### src/rtl/load_byte_sequencer.sv
// Load byte sequencer: turns a byte/halfword/word load request into a series
// of single-byte reads on a byte-wide memory, assembles the bytes
// little-endian, and returns a sign- or zero-extended 32-bit result.
//
// Handshakes: a transfer happens on a rising clk edge where valid and ready
// are both 1; valid is held with its payload stable until that edge.
// The request side accepts only in IDLE, and the response side holds
// rsp_valid/rsp_data/rsp_err steady in RESP until rsp_ready is seen.
module load_byte_sequencer #(
    parameter int ADDR_W = 32
) (
    input  logic              clk,
    input  logic              rst_n,
    input  logic              req_valid,
    output logic              req_ready,
    input  logic [ADDR_W-1:0] req_addr,
    input  logic [1:0]        req_size,
    input  logic              req_signed,
    output logic              mem_rd,
    output logic [ADDR_W-1:0] mem_addr,
    input  logic [7:0]        mem_rdata,
    input  logic              mem_rvalid,
    output logic              rsp_valid,
    input  logic              rsp_ready,
    output logic [31:0]       rsp_data,
    output logic              rsp_err,
    output logic [1:0]        o_dbg_state
);

    localparam logic [1:0] S_IDLE  = 2'd0;
    localparam logic [1:0] S_ISSUE = 2'd1;
    localparam logic [1:0] S_WAIT  = 2'd2;
    localparam logic [1:0] S_RESP  = 2'd3;

    localparam logic [1:0] SZ_BYTE = 2'b00;
    localparam logic [1:0] SZ_HALF = 2'b01;
    localparam logic [1:0] SZ_WORD = 2'b10;

    logic [1:0]        r_state;
    logic [ADDR_W-1:0] r_addr;
    logic [1:0]        r_size;
    logic              r_signed;
    logic              r_err;
    logic [31:0]       r_data;
    logic [1:0]        r_idx;

    logic              w_accept;
    logic              w_illegal;
    logic [1:0]        w_last_idx;
    logic [31:0]       w_ext;

    assign w_accept = req_valid & req_ready;

    // Misaligned halfword/word or the reserved size code never touch memory.
    assign w_illegal = (req_size == 2'b11) ||
                       ((req_size == SZ_HALF) && req_addr[0]) ||
                       ((req_size == SZ_WORD) && (req_addr[1:0] != 2'b00));

    // Index of the final byte of the latched access (N-1).
    always_comb begin
        w_last_idx = 2'd0;
        case (r_size)
            SZ_HALF: w_last_idx = 2'd1;
            SZ_WORD: w_last_idx = 2'd3;
            default: w_last_idx = 2'd0;
        endcase
    end

    // Main sequencer: accept, issue one byte read, wait for its return, repeat.
    always_ff @(posedge clk or negedge rst_n) begin
        if (!rst_n) begin
            r_state  <= S_IDLE;
            r_addr   <= '0;
            r_size   <= 2'b00;
            r_signed <= 1'b0;
            r_err    <= 1'b0;
            r_data   <= 32'd0;
            r_idx    <= 2'd0;
        end else begin
            case (r_state)
                S_IDLE: begin
                    if (w_accept) begin
                        r_addr   <= req_addr;
                        r_size   <= req_size;
                        r_signed <= req_signed;
                        r_err    <= w_illegal;
                        r_data   <= 32'd0;
                        r_idx    <= 2'd0;
                        r_state  <= w_illegal ? S_RESP : S_ISSUE;
                    end
                end
                S_ISSUE: begin
                    r_state <= S_WAIT;
                end
                S_WAIT: begin
                    // Only one read is ever in flight, so the return always
                    // belongs to the byte at r_idx.
                    if (mem_rvalid) begin
                        case (r_idx)
                            2'd0:    r_data[7:0]   <= mem_rdata;
                            2'd1:    r_data[15:8]  <= mem_rdata;
                            2'd2:    r_data[23:16] <= mem_rdata;
                            default: r_data[31:24] <= mem_rdata;
                        endcase
                        r_idx   <= r_idx + 2'd1;
                        r_state <= (r_idx == w_last_idx) ? S_RESP : S_ISSUE;
                    end
                end
                default: begin
                    if (rsp_ready) begin
                        r_state <= S_IDLE;
                    end
                end
            endcase
        end
    end

    // Extend the assembled bytes according to the latched size and signedness.
    always_comb begin
        w_ext = r_data;
        case (r_size)
            SZ_BYTE: w_ext = {{24{r_signed & r_data[7]}}, r_data[7:0]};
            SZ_HALF: w_ext = {{16{r_signed & r_data[15]}}, r_data[15:0]};
            default: w_ext = r_data;
        endcase
    end

    // Outputs decode straight from state; req_ready is also held low while
    // reset is asserted so nothing can be accepted during reset.
    always_comb begin
        req_ready   = rst_n && (r_state == S_IDLE);
        mem_rd      = (r_state == S_ISSUE);
        mem_addr    = (r_state == S_ISSUE) ? (r_addr + ADDR_W'(r_idx)) : '0;
        rsp_valid   = (r_state == S_RESP);
        rsp_err     = (r_state == S_RESP) && r_err;
        rsp_data    = ((r_state == S_RESP) && !r_err) ? w_ext : 32'd0;
        o_dbg_state = r_state;
    end

endmodule

### config.mk
export PLATFORM = sky130hd
export DESIGN_NAME = load_byte_sequencer
export DESIGN_NICKNAME = d
export VERILOG_FILES = /design/src/rtl/load_byte_sequencer.sv
export SDC_FILE = /design/constraint.sdc
export NUM_CORES = 1
export LEC_CHECK = 0
export BUFFER_PORTS_ARGS = -buffer_cell sky130_fd_sc_hd__buf_2
export CAP_MARGIN = 20
export CORE_MARGIN = 3
export CORE_UTILIZATION = 30
export CTS_BUF_LIST = sky130_fd_sc_hd__clkbuf_2 sky130_fd_sc_hd__clkbuf_4 sky130_fd_sc_hd__clkbuf_8
export DETAILED_ROUTE_END_ITERATION = 8
export GPL_TIMING_DRIVEN = 0
export SYNTH_ARGS = -nofsm -noshare
export SYNTH_HDL_FRONTEND = slang
export SYNTH_SLANG_ARGS = --single-unit
### constraint.sdc
create_clock -name clk -period 5.55 [get_ports clk]
set_clock_uncertainty 0.15 [all_clocks]
set_input_delay 1.11 -clock clk [delete_from_list [all_inputs] [get_ports clk]]
set_output_delay 1.11 -clock clk [all_outputs]
set_load 0.005 [all_outputs]
==> key figures <==
Critical path
  • Critical Path Max Stage Delay: 0.63 ns
  • Crit path DAT: 3.00 ns
  • Critical path class: flop to output pin
  • Buffers & Inverters on Critical Path: 2
  • Worst Setup SP: r_idx[0]$_DFFE_PN0P_
  • CP Cell Sequence: ha_1, fa_1, nand4_4, or4_4, buf_6, or3_1, a21oi_1, buf_2
  • CP max FO: 10
  • CP delay by family, top: simple AND/OR/NAND/NOR gates
  • Slowest-stage cell, CP: or4_4
  • Reg2reg start: o_dbg_state[0]$_DFFE_PN0P_
  • Crit. End Element: output pin
  • Worst setup SP type: flop
  • Required time of the critical path: 4.29 ns

Power
  • Sw frac: 40.1%
  • Clock power share: 16.1%
  • Logic pwr share: 43.1%
  • Net switching power: 976 uW
  • Part of the power in registers: 40.8%
  • Final Power: 2430 uW
  • Maximum vdd drop: 0.227 mV
  • Leakage: 0.00237 uW
  • Pwr per Cell Area: 472 nW/um2
  • Internal power: 1460 uW

Detailed routing
  • First DRT Iteration DRCs: 220
  • Vias per cell: 5.01
  • Via count: 3578
  • DR DRC count: 0
  • Routed Antenna Nets: 0
  • Routed WL per cell: 15.8 um
  • Drt pass-1 iters: 4
  • Drt total wl: 11300 um

STA
  • Relative slew slack: 42.7%
  • Max Clk Rate: 0.235 GHz
  • PnR worst setup slack: 1.29 ns
  • Setup violators final: 0
  • Minimum clock period: 4.26 ns
  • Slew Limit Fails: 0
  • RSZ-0062 raised after global routing: false
  • Count of final hold-check violations: 0
  • Final period util: 76.7%
  • TNS Setup: 0 ns
  • Slew @ Worst Pin: 0.852 ns

Synthesis
  • Net count after synthesis: 462
  • Yosys cell types: 44
  • Post-synthesis sequential area ratio: 43.6%
  • FF+latch count, synth: 72
  • Ys flop type: dfrtp_1
  • Mean area per synthesized cell: 10.2 um2
  • Post-Synthesis Cells: 404
  • Ys async rst share: 100%
  • Post-synth EDFFs: 0
  • Mapped Area: 4130 um2
  • Yosys warns: 0

Hold path
  • Worst Hold Class: flop to flop
  • Critical hold path startpoint: r_data[6]$_DFFE_PN0P_

CTS
  • Skew-Pair Late Insertion Delay: 0.35 ns
  • Clock transition at path regs: 0.08 ns
  • Clock sink total: 72
  • CTS root buf: clkbuf_8
  • CTS tree: built
  • PostCTS Resize Cnt: 0
  • Postcts setup bufs: 0
  • Cts bufs inserted: 9
  • CTS H-tree depth: 3
  • CTS hold repair buffers: 0
  • Longest Clk Path Bufs: 2

Global routing
  • Met1 Use GR: 19.1%
  • Met3 GRT Util: 3.89%
  • First-pass GRT wire length: 17700 um
  • Met2 Use GR: 25.7%
  • Vias in the first global route: 3530
  • Gr ovfl total: 0
  • Top Usage Layer GRT: met2
  • Gr usage total: 15.0%
  • Initial antenna violation count: 0
  • Largest net degree at the start of global routing: 59

Place
  • Buffers on Ports: 117
  • GPL Wtd Cong: 0.818
  • DP HPWL: 8480 um
  • Pre-CTS setup slack: 1.65 ns

Cells and area
  • ANT cells: 0
  • Final core area utilization: 38.6%
  • Fill count: 1396
  • Register area: 1800 um2
  • Area Growth Syn to Fin: 24.8%
  • Area occupied by multi-input gates: 2170 um2
  • Nets: 591
  • Share of layout cells above drive strength 1: 38.8%

Floorplan
  • # rows: 42
  • Initial Util: 31.0%
  • Io pins: 118
  • Width of the die: 123 um
  • Core outline area: 13300 um2
  • Die area: 15200 um2
  • Die span in y: 123 um

Flow run
  • Max_cap viols: 0

Status
  • Status: complete, no violations
-- power groups by stage --
stage | logic [uW] | clock network (uW) | registers, uW
after floorplan | 746 | 0 | 937
after global placement | 1030 | 0 | 985
after detailed placement | 1060 | 0 | 999
after CTS | 1060 | 410 | 991
after global routing | 1170 | 433 | 1040
final | 1050 | 392 | 993
-- cells in the final DEF, fill, tap and decap left out, types with 2 or more instances in the layout --
cell / n
o31ai_1: 8
nand4_1: 6
clkinvlp_4: 2
or2_2: 3
mux2_2: 60
dfrtp_1: 72
nor2_1: 14
xor2_1: 3
nor4_1: 5
and2_1: 19
clkbuf_1: 16
a21oi_1: 29
nor2b_1: 2
nand3_1: 12
buf_2: 119
ha_1: 9
buf_1: 2
inv_1: 17
and3_1: 3
nor3_1: 3
a21oi_2: 4
or3_1: 8
or4_1: 8
a21o_1: 2
o41ai_1: 3
o21a_1: 16
nand2_1: 27
xnor2_1: 9
and4_1: 3
clkbuf_8: 11
nand3b_1: 2
nand4bb_1: 2
o21ai_0: 20
nand2b_1: 2
-- routing by layer --
layer | vias up | routed length, um
met3 | 11 | 712
met4 | 0 | 119
met1 | 1732 | 5160
met5 | - | 0
met2 | 121 | 5310
li1 | 1714 | -
-- path summary, 6_finish.rpt --
path                                           to  depth (start not counted)  slack (ns)
setup / recovery                     mem_addr[24]                          8        1.29
hold / removal              r_data[6]$_DFFE_PN0P_                          1        0.35
setup reg to reg           r_addr[27]$_DFFE_PN0P_                          6        3.05
hold reg to reg             r_data[6]$_DFFE_PN0P_                          1        0.35
max in group asynchronous  r_addr[23]$_DFFE_PN0P_                          2        4.20
min in group asynchronous   r_data[3]$_DFFE_PN0P_                          1        0.47
-- metrics by stage --
stage / hold WS (ns) / std cells / instance area, um2
2_1_floorplan: 0.322 / 404 / 4130
3_3_place_gp: 0.331 / 697 / 4940
3_5_place_dp: 0.338 / 698 / 4970
4_1_cts: 0.356 / 714 / 5160
5_1_grt: 0.377 / 714 / 5160
6_report: 0.352 / 714 / 5160
-- flip-flops by register name (all words and copies together) (netlist names) --
name,flops
r_addr,32
r_data,32
o_dbg_state,2
r_idx,2
r_size,2
r_err,1
r_signed,1
-- cell usage after synthesis (3+ instances only) --
cell type,n,area share (%)
a21oi_1,29,3.5
a21oi_2,4,0.85
and2_1,19,2.9
and3_1,3,0.45
and4_1,3,0.64
buf_2,3,0.36
clkbuf_1,16,1.5
dfrtp_1,72,44
ha_1,9,2.7
inv_1,17,1.5
mux2_2,60,16
nand2_1,27,2.5
nand3_1,12,1.5
nand4_1,6,0.91
nor2_1,14,1.3
nor3_1,3,0.36
nor4_1,5,0.76
o21a_1,16,2.9
o21ai_0,20,2.4
o31ai_1,8,1.5
o41ai_1,3,0.64
or2_2,3,0.45
or3_1,8,1.2
or4_1,8,1.5
xnor2_1,9,1.9
xor2_1,3,0.64
-- layout make-up --
| class | count | area share (%) |
|---|---|---|
| Multi-Input combinational cell | 293 | 42.1 |
| Sequential cell | 72 | 34.9 |
| Timing Repair Buffer | 118 | 11.9 |
| Tap cell | 176 | 4.27 |
| Clock buffer | 12 | 3.08 |
| Buffer | 22 | 1.82 |
| Inverter | 17 | 1.24 |
| Clock inverter | 4 | 0.558 |
-- kinds of logic (layout without fill, tap and decap cells) --
group / count (synthesis) / in the layout / synth area share, %
buffers and inverters: 39 / 173 / 3.81
AND/OR/NAND/NOR: 124 / 124 / 17.3
multiplexers: 60 / 60 / 16.3
AO/OA/AOI/OAI: 87 / 87 / 13.1
flip-flops: 72 / 72 / 43.6
adder cells (fa/ha/maj): 10 / 10 / 3.21
XOR/XNOR: 12 / 12 / 2.54
Power figures use the tool's default switching activity.
